<file path="config.mk">
export PLATFORM = sky130hd
export DESIGN_NAME = brq_wb_stage_flat
export DESIGN_NICKNAME = d
export VERILOG_FILES = /design/src/rtl/brq_pkg.sv /design/src/rtl/brq_wb_if.sv /design/src/rtl/brq_wb_fwd.sv /design/src/rtl/brq_wb_stage.sv /design/src/flat_wrapper.sv
export SDC_FILE = /design/constraint.sdc
export NUM_CORES = 1
export LEC_CHECK = 0
export ABC_AREA = 1
export BUFFER_PORTS_ARGS = -buffer_cell sky130_fd_sc_hd__buf_2
export CAP_MARGIN = 0
export CELL_PAD_IN_SITES_DETAIL_PLACEMENT = 1
export CELL_PAD_IN_SITES_GLOBAL_PLACEMENT = 1
export CORE_UTILIZATION = 26
export DETAILED_ROUTE_END_ITERATION = 7
export PLACE_DENSITY_LB_ADDON = 0.1
export RECOVER_POWER = 100
export SLEW_MARGIN = 25
export SYNTH_ARGS = -nofsm -noshare
export SYNTH_HDL_FRONTEND = slang
export SYNTH_SLANG_ARGS = --single-unit
export TNS_END_PERCENT = 30
</file>
<file path="constraint.sdc">
create_clock -name clk_i -period 3.1 [get_ports clk_i]
set_clock_uncertainty 0.05 [all_clocks]
set_input_delay 0.62 -clock clk_i [delete_from_list [all_inputs] [get_ports clk_i]]
set_output_delay 0.62 -clock clk_i [all_outputs]
set_load 0.005 [all_outputs]
</file>
<file path="src/rtl/brq_pkg.sv">
// Shared types and address helpers for the writeback stage.
// Register addresses are 5 bits; in RV32E mode only bits [3:0] take part in compares.
package brq_pkg;

    localparam int unsigned WbDataW = 32;

    typedef enum logic {
        WB_IDLE     = 1'b0,
        WB_WAIT_RSP = 1'b1
    } wb_state_e;

    typedef struct packed {
        logic               we;
        logic [4:0]         waddr;
        logic [WbDataW-1:0] wdata;
    } wb_req_t;

    function automatic logic addr_eq(input logic [4:0] a, input logic [4:0] b,
                                     input logic rv32e);
        return rv32e ? (a[3:0] == b[3:0]) : (a == b);
    endfunction

    function automatic logic addr_nz(input logic [4:0] a, input logic rv32e);
        return rv32e ? (a[3:0] != 4'd0) : (a != 5'd0);
    endfunction

endpackage

</file>
<file path="src/rtl/brq_wb_if.sv">
// Bundle of execute, LSU, register-file and decode signals seen by the writeback stage.
// The stage itself uses the slave modport; its environment uses master.
interface brq_wb_if #(
    parameter int unsigned DataWidth = 32
);
    logic                 ex_valid_i;
    logic                 ex_we_i;
    logic [4:0]           ex_waddr_i;
    logic [DataWidth-1:0] ex_wdata_i;
    logic                 ex_ready_o;
    logic                 lsu_load_issue_i;
    logic [4:0]           lsu_load_rd_i;
    logic                 lsu_rvalid_i;
    logic [DataWidth-1:0] lsu_rdata_i;
    logic                 lsu_err_i;
    logic                 lsu_busy_o;
    logic                 load_err_o;
    logic                 rf_we_o;
    logic [4:0]           rf_waddr_o;
    logic [DataWidth-1:0] rf_wdata_o;
    logic [4:0]           raddr_a_i;
    logic [4:0]           raddr_b_i;
    logic [DataWidth-1:0] rdata_a_i;
    logic [DataWidth-1:0] rdata_b_i;
    logic [DataWidth-1:0] operand_a_o;
    logic [DataWidth-1:0] operand_b_o;
    logic                 stall_id_o;

    modport slave (
        input  ex_valid_i, ex_we_i, ex_waddr_i, ex_wdata_i,
        input  lsu_load_issue_i, lsu_load_rd_i, lsu_rvalid_i, lsu_rdata_i, lsu_err_i,
        input  raddr_a_i, raddr_b_i, rdata_a_i, rdata_b_i,
        output ex_ready_o, lsu_busy_o, load_err_o,
        output rf_we_o, rf_waddr_o, rf_wdata_o,
        output operand_a_o, operand_b_o, stall_id_o
    );

    modport master (
        output ex_valid_i, ex_we_i, ex_waddr_i, ex_wdata_i,
        output lsu_load_issue_i, lsu_load_rd_i, lsu_rvalid_i, lsu_rdata_i, lsu_err_i,
        output raddr_a_i, raddr_b_i, rdata_a_i, rdata_b_i,
        input  ex_ready_o, lsu_busy_o, load_err_o,
        input  rf_we_o, rf_waddr_o, rf_wdata_o,
        input  operand_a_o, operand_b_o, stall_id_o
    );

endinterface

</file>
<file path="src/rtl/brq_wb_fwd.sv">
// Per-operand bypass: substitutes the in-flight writeback for the register-file read data
// when it targets the same non-zero register.
module brq_wb_fwd
    import brq_pkg::*;
#(
    parameter int unsigned DataWidth = 32,
    parameter bit          RV32E     = 1'b0
) (
    input  logic                 we_i,
    input  logic [4:0]           waddr_i,
    input  logic [DataWidth-1:0] wdata_i,
    input  logic [4:0]           raddr_i,
    input  logic [DataWidth-1:0] rdata_i,
    output logic [DataWidth-1:0] operand_o
);

    logic hit;

    assign hit       = we_i && addr_eq(waddr_i, raddr_i, RV32E) && addr_nz(raddr_i, RV32E);
    assign operand_o = hit ? wdata_i : rdata_i;

endmodule

</file>
<file path="src/rtl/brq_wb_stage.sv">
// Writeback stage: arbitrates load responses against execute results for the single RF
// write port, registers the winner for one cycle, tracks one outstanding load and forwards.
module brq_wb_stage
    import brq_pkg::*;
#(
    parameter int unsigned DataWidth = 32,
    parameter bit          RV32E     = 1'b0
) (
    input  logic      clk_i,
    input  logic      rst_ni,
    brq_wb_if.slave   wb
);

    if (DataWidth != WbDataW) begin : g_width_check
        $error("brq_wb_stage: DataWidth must equal brq_pkg::WbDataW");
    end

    wb_state_e            state_q, state_d;
    logic [4:0]           pend_rd_q, pend_rd_d;
    wb_req_t              req_q, req_d;
    logic                 load_err_q, load_err_d;

    logic                 in_wait, rsp, pend_nz, waw_hit, ex_ready;
    logic                 stall;
    logic [DataWidth-1:0] operand_a, operand_b;

    // State register: FSM and the destination of the outstanding load
    always_ff @(posedge clk_i or negedge rst_ni) begin
        if (!rst_ni) begin
            state_q   <= WB_IDLE;
            pend_rd_q <= 5'd0;
        end else begin
            state_q   <= state_d;
            pend_rd_q <= pend_rd_d;
        end
    end

    // Next state: a response may retire the load while a new one issues in the same cycle
    always_comb begin
        state_d   = state_q;
        pend_rd_d = pend_rd_q;
        case (state_q)
            WB_IDLE: begin
                if (wb.lsu_load_issue_i) begin
                    state_d   = WB_WAIT_RSP;
                    pend_rd_d = wb.lsu_load_rd_i;
                end
            end
            WB_WAIT_RSP: begin
                if (wb.lsu_rvalid_i) begin
                    if (wb.lsu_load_issue_i) begin
                        pend_rd_d = wb.lsu_load_rd_i;
                    end else begin
                        state_d = WB_IDLE;
                    end
                end
            end
            default: state_d = WB_IDLE;
        endcase
    end

    // Outputs: port arbitration, hazard detection and write selection
    always_comb begin
        in_wait    = (state_q == WB_WAIT_RSP);
        rsp        = in_wait && wb.lsu_rvalid_i;
        pend_nz    = addr_nz(pend_rd_q, RV32E);
        waw_hit    = in_wait && wb.ex_we_i && pend_nz
                     && addr_eq(wb.ex_waddr_i, pend_rd_q, RV32E);
        ex_ready   = !rsp && !waw_hit;
        stall      = in_wait && pend_nz
                     && (addr_eq(wb.raddr_a_i, pend_rd_q, RV32E)
                         || addr_eq(wb.raddr_b_i, pend_rd_q, RV32E));
        load_err_d = rsp && wb.lsu_err_i;
        req_d      = '0;
        if (rsp && !wb.lsu_err_i && pend_nz) begin
            req_d = '{we: 1'b1, waddr: pend_rd_q, wdata: wb.lsu_rdata_i};
        end else if (wb.ex_valid_i && ex_ready && wb.ex_we_i
                     && addr_nz(wb.ex_waddr_i, RV32E)) begin
            req_d = '{we: 1'b1, waddr: wb.ex_waddr_i, wdata: wb.ex_wdata_i};
        end
    end

    // Write register feeding the RF port and the bypass network
    always_ff @(posedge clk_i or negedge rst_ni) begin
        if (!rst_ni) begin
            req_q      <= '0;
            load_err_q <= 1'b0;
        end else begin
            req_q      <= req_d;
            load_err_q <= load_err_d;
        end
    end

    brq_wb_fwd #(.DataWidth(DataWidth), .RV32E(RV32E)) u_fwd_a (
        .we_i      (req_q.we),
        .waddr_i   (req_q.waddr),
        .wdata_i   (req_q.wdata),
        .raddr_i   (wb.raddr_a_i),
        .rdata_i   (wb.rdata_a_i),
        .operand_o (operand_a)
    );

    brq_wb_fwd #(.DataWidth(DataWidth), .RV32E(RV32E)) u_fwd_b (
        .we_i      (req_q.we),
        .waddr_i   (req_q.waddr),
        .wdata_i   (req_q.wdata),
        .raddr_i   (wb.raddr_b_i),
        .rdata_i   (wb.rdata_b_i),
        .operand_o (operand_b)
    );

    assign wb.ex_ready_o  = ex_ready;
    assign wb.lsu_busy_o  = in_wait && !wb.lsu_rvalid_i;
    assign wb.load_err_o  = load_err_q;
    assign wb.rf_we_o     = req_q.we;
    assign wb.rf_waddr_o  = req_q.waddr;
    assign wb.rf_wdata_o  = req_q.wdata;
    assign wb.operand_a_o = operand_a;
    assign wb.operand_b_o = operand_b;
    assign wb.stall_id_o  = stall;

    // A response with nothing outstanding, or a second issue while waiting, is a protocol error
    a_no_rsp_in_idle: assert property (@(posedge clk_i) disable iff (!rst_ni)
        !(state_q == WB_IDLE && wb.lsu_rvalid_i));
    a_no_issue_in_wait: assert property (@(posedge clk_i) disable iff (!rst_ni)
        !(state_q == WB_WAIT_RSP && wb.lsu_load_issue_i && !wb.lsu_rvalid_i));

endmodule

</file>
<file path="src/flat_wrapper.sv">
// flat-port wrapper written by rule: the top's interface ports become plain ports
module brq_wb_stage_flat import brq_pkg::*;
#(
    parameter int unsigned DataWidth = 32,
    parameter bit          RV32E     = 1'b0
)
  (clk_i, rst_ni, wb_ex_valid_i, wb_ex_we_i, wb_ex_waddr_i, wb_ex_wdata_i, wb_lsu_load_issue_i, wb_lsu_load_rd_i, wb_lsu_rvalid_i, wb_lsu_rdata_i, wb_lsu_err_i, wb_raddr_a_i, wb_raddr_b_i, wb_rdata_a_i, wb_rdata_b_i, wb_ex_ready_o, wb_lsu_busy_o, wb_load_err_o, wb_rf_we_o, wb_rf_waddr_o, wb_rf_wdata_o, wb_operand_a_o, wb_operand_b_o, wb_stall_id_o);
  brq_wb_if #(.DataWidth(DataWidth)) wb_i ();
  input  logic clk_i;
  input  logic rst_ni;
  input wire logic [$bits(wb_i.ex_valid_i)-1:0] wb_ex_valid_i;
  input wire logic [$bits(wb_i.ex_we_i)-1:0] wb_ex_we_i;
  input wire logic [$bits(wb_i.ex_waddr_i)-1:0] wb_ex_waddr_i;
  input wire logic [$bits(wb_i.ex_wdata_i)-1:0] wb_ex_wdata_i;
  input wire logic [$bits(wb_i.lsu_load_issue_i)-1:0] wb_lsu_load_issue_i;
  input wire logic [$bits(wb_i.lsu_load_rd_i)-1:0] wb_lsu_load_rd_i;
  input wire logic [$bits(wb_i.lsu_rvalid_i)-1:0] wb_lsu_rvalid_i;
  input wire logic [$bits(wb_i.lsu_rdata_i)-1:0] wb_lsu_rdata_i;
  input wire logic [$bits(wb_i.lsu_err_i)-1:0] wb_lsu_err_i;
  input wire logic [$bits(wb_i.raddr_a_i)-1:0] wb_raddr_a_i;
  input wire logic [$bits(wb_i.raddr_b_i)-1:0] wb_raddr_b_i;
  input wire logic [$bits(wb_i.rdata_a_i)-1:0] wb_rdata_a_i;
  input wire logic [$bits(wb_i.rdata_b_i)-1:0] wb_rdata_b_i;
  output wire logic [$bits(wb_i.ex_ready_o)-1:0] wb_ex_ready_o;
  output wire logic [$bits(wb_i.lsu_busy_o)-1:0] wb_lsu_busy_o;
  output wire logic [$bits(wb_i.load_err_o)-1:0] wb_load_err_o;
  output wire logic [$bits(wb_i.rf_we_o)-1:0] wb_rf_we_o;
  output wire logic [$bits(wb_i.rf_waddr_o)-1:0] wb_rf_waddr_o;
  output wire logic [$bits(wb_i.rf_wdata_o)-1:0] wb_rf_wdata_o;
  output wire logic [$bits(wb_i.operand_a_o)-1:0] wb_operand_a_o;
  output wire logic [$bits(wb_i.operand_b_o)-1:0] wb_operand_b_o;
  output wire logic [$bits(wb_i.stall_id_o)-1:0] wb_stall_id_o;
  assign wb_i.ex_valid_i = wb_ex_valid_i;
  assign wb_i.ex_we_i = wb_ex_we_i;
  assign wb_i.ex_waddr_i = wb_ex_waddr_i;
  assign wb_i.ex_wdata_i = wb_ex_wdata_i;
  assign wb_i.lsu_load_issue_i = wb_lsu_load_issue_i;
  assign wb_i.lsu_load_rd_i = wb_lsu_load_rd_i;
  assign wb_i.lsu_rvalid_i = wb_lsu_rvalid_i;
  assign wb_i.lsu_rdata_i = wb_lsu_rdata_i;
  assign wb_i.lsu_err_i = wb_lsu_err_i;
  assign wb_i.raddr_a_i = wb_raddr_a_i;
  assign wb_i.raddr_b_i = wb_raddr_b_i;
  assign wb_i.rdata_a_i = wb_rdata_a_i;
  assign wb_i.rdata_b_i = wb_rdata_b_i;
  assign wb_ex_ready_o = wb_i.ex_ready_o;
  assign wb_lsu_busy_o = wb_i.lsu_busy_o;
  assign wb_load_err_o = wb_i.load_err_o;
  assign wb_rf_we_o = wb_i.rf_we_o;
  assign wb_rf_waddr_o = wb_i.rf_waddr_o;
  assign wb_rf_wdata_o = wb_i.rf_wdata_o;
  assign wb_operand_a_o = wb_i.operand_a_o;
  assign wb_operand_b_o = wb_i.operand_b_o;
  assign wb_stall_id_o = wb_i.stall_id_o;
  brq_wb_stage #(.DataWidth(DataWidth), .RV32E(RV32E)) u_core (.clk_i(clk_i), .rst_ni(rst_ni), .wb(wb_i));
endmodule
</file>
==> results of run 1 <==
==> layer usage <==
metal	wire length (um)	part of all wire, %	up-vias	GRT usage [%]
li1	-	-	2083	-
met1	6100	41	2042	28.9
met2	7470	50	167	45.4
met3	1110	7.5	8	5.01
met4	117	0.79	0	3.60
met5	0	0	-	0
==> through the flow <==
step	std cells	area, um2	util, %	setup slack (ns)
final	878	4640	40.1	0.304
after CTS	878	4730	40.9	0.339
after floorplan	489	3120	-	0.915
after global placement	870	4550	39.3	0.451
after global routing	878	4640	40.1	0.122
after detailed placement	870	4550	39.3	0.406
==> flip-flops by register name, indices dropped and copies added, names as in the netlist <==
name	flops
u_core.wb.rf_we_o	1
u_core.wb.rf_waddr_o	5
u_core.pend_rd_q	5
u_core.wb.load_err_o	1
u_core.wb.rf_wdata_o	32
u_core.in_wait	1
==> area by class of cell <==
type | count | share of cell area, %
clock inverters | 2 | 0.808
repair buffers | 269 | 28.3
multi-input cells | 391 | 38.0
inverters | 22 | 1.78
clock buffers | 6 | 2.99
well taps | 143 | 3.85
flip-flops and latches | 45 | 24.3
==> worst max path at each step <==
stage	start	to	slack, ns	cells past startpoint
floorplan	wb_raddr_a_i[1]	wb_operand_a_o[10]	0.92	7
global placement	wb_raddr_a_i[1]	wb_operand_a_o[17]	0.45	8
detailed placement	wb_raddr_a_i[1]	wb_operand_a_o[17]	0.41	8
CTS	u_core.wb.rf_waddr_o[1]$_DFF_PN0_	wb_operand_a_o[17]	0.34	7
global route	u_core.wb.rf_waddr_o[4]$_DFF_PN0_	wb_operand_b_o[5]	0.12	9
finish	u_core.wb.rf_waddr_o[4]$_DFF_PN0_	wb_operand_b_o[1]	0.30	9
==> cell usage in the layout, fill, tap and decap left out, types with 2 or more instances in the layout <==
master / n
o21ai_0: 38
buf_4: 7
inv_1: 19
nand2_1: 231
nor3_1: 2
xor2_1: 3
clkbuf_2: 3
nor2_1: 19
nand4_1: 36
clkbuf_1: 53
xnor2_1: 6
clkbuf_16: 5
buf_2: 205
dfrtp_1: 45
nand3_1: 38
a21oi_1: 7
o2111ai_1: 2
inv_2: 3
==> logic make-up (layout without fill, tap and decap cells) <==
logic type	after synthesis	after routing	synth area share, %
buffers and inverters	53	299	7.53
and+or+nand+nor	329	329	44.7
xor gates and xnor gates	9	9	2.52
AOI/OAI and AO/OA	53	53	9.17
DFF	45	45	36.0
==> power by group <==
part	total [mW]	leakage, nW	switching, mW	internal, mW
combinational	0.445	1.98	0.256	0.189
clock	0.625	0.0831	0.223	0.402
sequential	0.684	0.583	0.0540	0.630
==> critical path, stage by stage, from the launching register on <==
cell and delay [ns]:
dfrtp_1 0.46, inv_1 0.11, o21ai_0 0.08, nor2_1 0.13, o2111ai_1 0.14, nor2_1 0.42
buf_12 0.24, nand2_1 0.07, nand2_1 0.07, clkbuf_1 0.12
==> run metrics, run 1 <==
Mean Syn Cell Area=6.39 um2; largest cells by area after synthesis=dfrtp_1, nand2_1, nand4_1; cell row count=39; Ports=between 200 and 300; Vias/cell=between 4 and 5; register area=0.00113 mm2; Static Leak=around 2.6 nW; grt total ovfl=0; Critical Path End Type=output port; routed len/inst=roughly 17 um; hold depth=3; Reg2Reg Depth=8; Final Cycle Share=between 90% and 100%; post-route ant nets=0; gpl congestion=between 0.8 and 0.9; largest net degree at the start of global routing=46; post-synth top area cell=dfrtp_1; post-synth top area share=a little over a third; Cell Area, Synth=about 0.0031 mm2; die area=approximately 0.012 mm2; Total GRT Usage=~24%; top cells by count, synth=nand2_1, dfrtp_1, nand3_1, nand4_1, o21ai_0; Max Root-Sink Buffers=2; reg-to-reg critical path endpoint=u_core.wb.rf_waddr_o[3]$_DFF_PN0_; Hold Crit Endpoint=u_core.wb.rf_wdata_o[20]$_DFF_PN0_; Routed WL=about 15 mm; Clock transition at path regs=roughly 0.070 ns; nets=about 890; Setup-failing EPs final=0; Antenna Cells=0; yosys warns=0; DR iter-0 viols=a little under 200; routed vias=4300; Root Buffer=clkbuf_16; pwr/cell area=around 380 mW/mm2; Slew Limit Fails=0; TritonCTS clock tree=built; vias in the first global route=about 4500; RSZ-0062 raised after global routing=no; worst hold path type=in -> reg; synthesized instance count=between 400 and 500; internal reg-to-reg setup slack=0.87 ns; kind of critical path=reg -> out; clk sinks=45; Fin Hold WS=around 0.49 ns; Placeable Area=0.0116 mm2; Port Buffers=260; multi-input logic area=approximately 0.0018 mm2; register area share after synthesis=36.0%; initial antenna violation count=0; Critical Path RT=around 2.4 ns; Die W=around 110 um; launch point of the worst reg-to-reg path=u_core.pend_rd_q[1]$_DFFE_PN0P_; ys flop type=dfrtp_1; EDFF count, synth=0; initial core utilization=between 20% and 30%; Final Hold Fails=0; count leader, synth=nand2_1; clk_lat worst skew=0.28 ns; layout cells sized above 1=about a third; Num CTS Buffers=5; Setup Total Neg Slack=0 ns; Synth cell types=27; # hold bufs at CTS=0; fillers=between 1500 and 2000; drt drc=20; critical path peak fanout=28; Hold Path Origin=wb_lsu_rdata_i[20]; H-tree lvl count=2; CP arrival=2.13 ns; chip height=about 110 um; Slew Limit Headroom=approximately a fifth; Synth Net Count=644; overall power=1.75 mW; status=finished, violations left; worst-margin pin slew=~1.2 ns; failing checks=design-rule violations; post-cts gate resize count=0; IR drop worst, VDD=219 uV; FMAX=358 MHz; Synth Register Bits=45; Final min period=2.80 ns; max-cap viol count=0; Post-synth ARST share=100%; Worst setup SP type=register; first-pass GRT wire length=~24 mm; Area Overhead vs Synth=48.6%; post-DP HPWL=11.5 mm; postcts setup bufs=0; first drt pass iteration count=7
Power figures use the tool's default switching activity.
==> run 2: changes to the inputs <==
- CORE_UTILIZATION: 26 -> 28
- SLEW_MARGIN: 25 -> unset
- SYNTH_HIERARCHICAL: unset -> 1
==> run metrics, run 2 <==
status=finished, final reports clean; Reg2Reg Depth=8; initial core utilization=between 20% and 30%; Slew Limit Headroom=between 20% and 30%; layout cells sized above 1=between 30% and 40%; Slowest cell on crit path=dfrtp_1; Fin Hold WS=approximately 0.48 ns; Hold Crit Endpoint=u_core/wb.rf_wdata_o[14]$_DFF_PN0_; Setup-failing EPs final=0; post-route ant nets=0; routed vias=approximately 4400; Post-synth ARST share=between 90% and 100%; Num CTS Buffers=5; Final min period=between 2 and 3 ns; Final Cycle Share=88.5%; Vias/cell=4.71; slowest stage delay, CP=roughly 0.47 ns; cell row count=40; clk sinks=45; gpl congestion=about 0.83; clk_lat worst skew=between 0.2 and 0.3 ns; final design utilization=40.1%; largest cells by area after synthesis=dfrtp_1, nand2_1, nand3_1; pwr/cell area=351 mW/mm2; top metal layer carrying routed signals=met5; Slew Limit Fails=0; IR drop worst, VDD=between 200 and 250 uV; nets=931; Clock transition at path regs=0.07 ns; DR WL met3=~1000 um; Hold Path Origin=wb_lsu_rdata_i[14]; initial antenna violation count=2; H-tree lvl count=2; launch point of the worst reg-to-reg path=u_core/pend_rd_q[3]$_DFFE_PN0P_; hold depth=3; WL met2=7.92 mm; synthesized instance count=roughly 530; Worst setup SP type=register; vias in the first global route=about 4500; critical path peak fanout=15; # hold bufs at CTS=0; Port Buffers=260; max-cap viol count=0; die area=between 0.01 and 0.015 mm2; worst-margin pin slew=between 1 and 1.5 ns; design area=0.00486 mm2; internal reg-to-reg setup slack=around 0.62 ns; first drt pass iteration count=6; Die W=114 um; EDFF count, synth=0; Root Buffer=clkbuf_16; FMAX=~360 MHz; post-synth top area cell=dfrtp_1; reg-to-reg critical path endpoint=u_core/wb.rf_waddr_o[3]$_DFF_PN0_; Area Overhead vs Synth=38.9%; TritonCTS clock tree=built; yosys warns=6; top cells by count, synth=nand2_1, nand3_1, dfrtp_1, nand4_1, inv_1; ys flop type=dfrtp_1; post-synth top area share=between 30 and 40%; Critical Path RT=2.43 ns; Static Leak=around 2.9 nW; max reg flops=32; DR iter-0 viols=189; Final Hold Fails=0; postcts setup bufs=0; grt total ovfl=0; post-DP HPWL=about 12 mm; Placeable Area=~0.012 mm2; first-pass GRT wire length=23.5 mm; Post-DP Area=approximately 0.0048 mm2; RSZ-0062 raised after global routing=no; Total GRT Usage=between 20% and 30%; chip height=roughly 110 um; most common cell after layout, fill and taps aside=nand2_1; most frequent CP cell=nand2_1; largest net degree at the start of global routing=46; drt drc=0; CP Cell Sequence=inv_1, nand2_1, nand2_1, nand3_1, nor2_4, buf_4, nand3_1, nand2_1, clkbuf_1; register area share after synthesis=between 30 and 40%; wl on met1=around 6.3 mm; Synth Net Count=a little under 700; overall power=1.71 mW; Ports=between 200 and 300; Setup Total Neg Slack=0 ns; most frequent cells in the layout=nand2_1, buf_2, nand3_1; kind of critical path=reg -> out; Synth cell types=27; Synth Register Bits=45; Routed WL=around 15 mm; Critical Path End Type=output port; Max Root-Sink Buffers=2; Mean Syn Cell Area=6.55 um2; routed len/inst=16.4 um; post-cts gate resize count=0; Cell Area, Synth=roughly 0.0035 mm2; worst hold path type=in -> reg; count leader, synth=nand2_1; CP arrival=2.07 ns
==> run 2: worst max-delay path: cells and delay by family, from the launching register on <==
kind | cells | cell delay (ns)
flops | 1 | 0.47
simple gates | 6 | 0.76
buf+inv | 3 | 0.54
==> run 2: how the worst max path moves through the flow <==
| stage | startpoint | endpoint | slack (ns) | cells after the start |
|---|---|---|---|---|
| 6_report | u_core/wb.rf_waddr_o[3]$_DFF_PN0_ | wb_operand_b_o[0] | 0.36 | 9 |
| 5_1_grt | u_core/wb.rf_waddr_o[3]$_DFF_PN0_ | wb_operand_b_o[22] | 0.11 | 8 |
| 4_1_cts | u_core/wb.rf_waddr_o[0]$_DFF_PN0_ | wb_operand_b_o[11] | 0.34 | 8 |
| 3_5_place_dp | wb_raddr_b_i[3] | wb_operand_b_o[2] | 0.41 | 10 |
| 3_3_place_gp | wb_raddr_b_i[3] | wb_operand_b_o[2] | 0.42 | 10 |
| 2_1_floorplan | wb_raddr_a_i[3] | wb_operand_a_o[10] | 1.13 | 8 |
==> run 2: final cells by class <==
type | instances | area [um2]
well taps | 168 | 210
diodes | 1 | 2.50
fillers | 1725 | 7250
repair buffers | 267 | 1300
multi-input cells | 423 | 1950
inverters | 34 | 128
clock buffers | 6 | 139
clock inverters | 1 | 7.51
flip-flops and latches | 45 | 1130
==> run 2: report_power, final <==
part	total, mW	internal [mW]	switching (mW)	leakage, nW
combinational	0.473	0.199	0.274	2.21
sequential	0.686	0.630	0.0565	0.583
clock	0.547	0.317	0.230	0.0690
total	1.71	1.15	0.561	2.86
==> run 2: per-stage QoR <==
stage | std cells | setup WS, ns
after floorplan | 534 | 1.13
after global placement | 937 | 0.423
after detailed placement | 937 | 0.414
after CTS | 944 | 0.342
after global routing | 945 | 0.109
final | 945 | 0.356
==> run 2: routing by layer <==
layer,track usage [%],vias up
met3,4.36,17
met4,6.32,2
met5,0,-
met2,44.0,172
li1,-,2199
met1,27.8,2059
==> run 2: kinds of logic after synthesis <==
| group | count (synthesis) | synth area share (%) |
|---|---|---|
| and+or+nand+nor | 398 | 51.1 |
| AOI/OAI and AO/OA | 16 | 2.58 |
| DFF | 45 | 32.2 |
| xor gates and xnor gates | 9 | 2.25 |
| buffers and inverters | 66 | 11.8 |
==> run 3: changes to the inputs <==
- CORE_UTILIZATION: 28 -> 26
- SYNTH_HIERARCHICAL: 1 -> unset
==> run metrics, run 3 (synthesis gave the netlist of run 1 again) <==
status=finished, violations left; failing checks=design-rule violations; Fin Hold WS=0.485 ns; Root Buffer=clkbuf_16; worst-margin pin slew=around 1.2 ns; initial core utilization=a little over a quarter; max reg flops=32; most frequent cells in the layout=nand2_1, buf_2, clkbuf_1; drt drc=20; Setup Total Neg Slack=0 ns; die area=about 0.012 mm2; Final Cycle Share=just under 90%; Final min period=~2.8 ns; launch point of the worst reg-to-reg path=u_core.pend_rd_q[1]$_DFFE_PN0P_; Post-Layout Cell Count=approximately 900; initial antenna violation count=0; RSZ-0062 raised after global routing=no; Total GRT Usage=between 20% and 30%; Clk pwr share=about 36%; DR iter-0 viols=roughly 230; Clock transition at path regs=about 0.070 ns; slowest stage delay, CP=0.46 ns; Net Sw Frac=slightly above 30%; Antenna Cells=0; Critical Path End Type=output port; gpl congestion=0.839; CP arrival=approximately 2.1 ns; CP Cell Sequence=inv_1, o21ai_1, nor2_1, o2111ai_1, nor2_1, buf_12, nand2_1, nand2_1, clkbuf_1; sw power=roughly 540 uW; placed insts=870; Placeable Area=between 0.01 and 0.015 mm2; Critical Path RT=between 2 and 2.5 ns; Ports=roughly 260; Routed WL=roughly 15 mm; WP buf/inv=3; Slew Limit Headroom=19.4%; first-pass GRT wire length=about 24 mm; Max Root-Sink Buffers=2; Worst Slack Setup Final=approximately 0.33 ns; Area Overhead vs Synth=48.9%; Post-DP Area=approximately 0.0045 mm2; clk sinks=between 40 and 50; vias in the first global route=4457; Gate power share=25.4%; # hold bufs at CTS=0; Setup-failing EPs final=0; Flop pwr share=just under 40%; max-cap viol count=0; worst hold path type=in -> reg; Internal Power=around 1.2 mW; nets=between 800 and 900; routed len/inst=between 15 and 20 um; H-tree lvl count=2; critical path peak fanout=28; cell row count=39; post-cts gate resize count=0; cell family with most CP delay=simple AND/OR/NAND/NOR gates; Slew Limit Fails=0; crit path from=u_core.wb.rf_waddr_o[4]$_DFF_PN0_; Port Buffers=260; Die W=112 um; FMAX=361 MHz; first drt pass iteration count=7; final design utilization=between 40% and 50%; kind of critical path=reg -> out; clk_lat worst skew=a little under 0.3 ns; overall power=between 1.5 and 2 mW; Vias/cell=slightly below 5; Final Hold Fails=0; Num CTS Buffers=5; post-DP HPWL=between 10 and 15 mm; layout cells sized above 1=roughly 32%; largest net degree at the start of global routing=46; TritonCTS clock tree=built; routed vias=~4300; Hold Path Origin=wb_lsu_rdata_i[17]; dpl ws=0.402 ns; design area=approximately 0.0047 mm2; post-route ant nets=0; IR drop worst, VDD=between 200 and 250 uV; pwr/cell area=379 mW/mm2; chip height=between 100 and 150 um; grt total ovfl=0; most common cell after layout, fill and taps aside=nand2_1; postcts setup bufs=0; Worst setup SP type=register; Slowest cell on crit path=dfrtp_1; Static Leak=2.67 nW
-- run 3: cell types whose count changed in the layout (fill, tap and decap cells not counted), moves of 4 or more --
cell	delta
inv_1	-11
nand3_1	-33
nand2_1	-20
nand2_2	-4
buf_2	+5
o21ai_0	+31
-- run 3: area by class of cell --
class | count | area (um2)
Clock buffer | 6 | 139
Clock inverter | 2 | 37.5
Fill cell | 1602 | 6910
Inverter | 22 | 82.6
Multi-Input combinational cell | 391 | 1770
Sequential cell | 45 | 1130
Tap cell | 143 | 179
Timing Repair Buffer | 269 | 1320
-- run 3: tightest hold or removal path, cell delays in order --
cell and delay, ns:
buf_2 0.08, nand2_1 0.04, nand2_1 0.05
-- run 3: path summary, 6_finish.rpt --
| path | slack, ns | to | depth (start not counted) |
|---|---|---|---|
| hold / removal | 0.48 | u_core.wb.rf_wdata_o[17]$_DFF_PN0_ | 3 |
| max in group asynchronous | 1.74 | u_core.wb.rf_wdata_o[6]$_DFF_PN0_ | 1 |
| setup / recovery | 0.33 | wb_operand_b_o[1] | 9 |
| hold reg to reg | 0.54 | u_core.wb.load_err_o$_DFF_PN0_ | 2 |
| min in group asynchronous | 0.52 | u_core.pend_rd_q[0]$_DFFE_PN0P_ | 1 |
| setup reg to reg | 0.86 | u_core.wb.rf_waddr_o[3]$_DFF_PN0_ | 8 |
-- run 3: power groups by stage --
stage	registers [mW]	logic [mW]	clock network (mW)
3_5_place_dp	0.695	0.464	0
5_1_grt	0.690	0.505	0.668
3_3_place_gp	0.694	0.456	0
6_report	0.685	0.448	0.629
4_1_cts	0.684	0.466	0.654
2_1_floorplan	0.680	0.204	0
-- run 3: routing by layer --
layer | wire length (um) | GRT usage, % | part of all wire [%]
met5 | 0 | 0 | 0
met4 | 108 | 3.87 | 0.73
met3 | 997 | 5.23 | 6.7
met2 | 7610 | 45.4 | 51
met1 | 6140 | 28.7 | 41
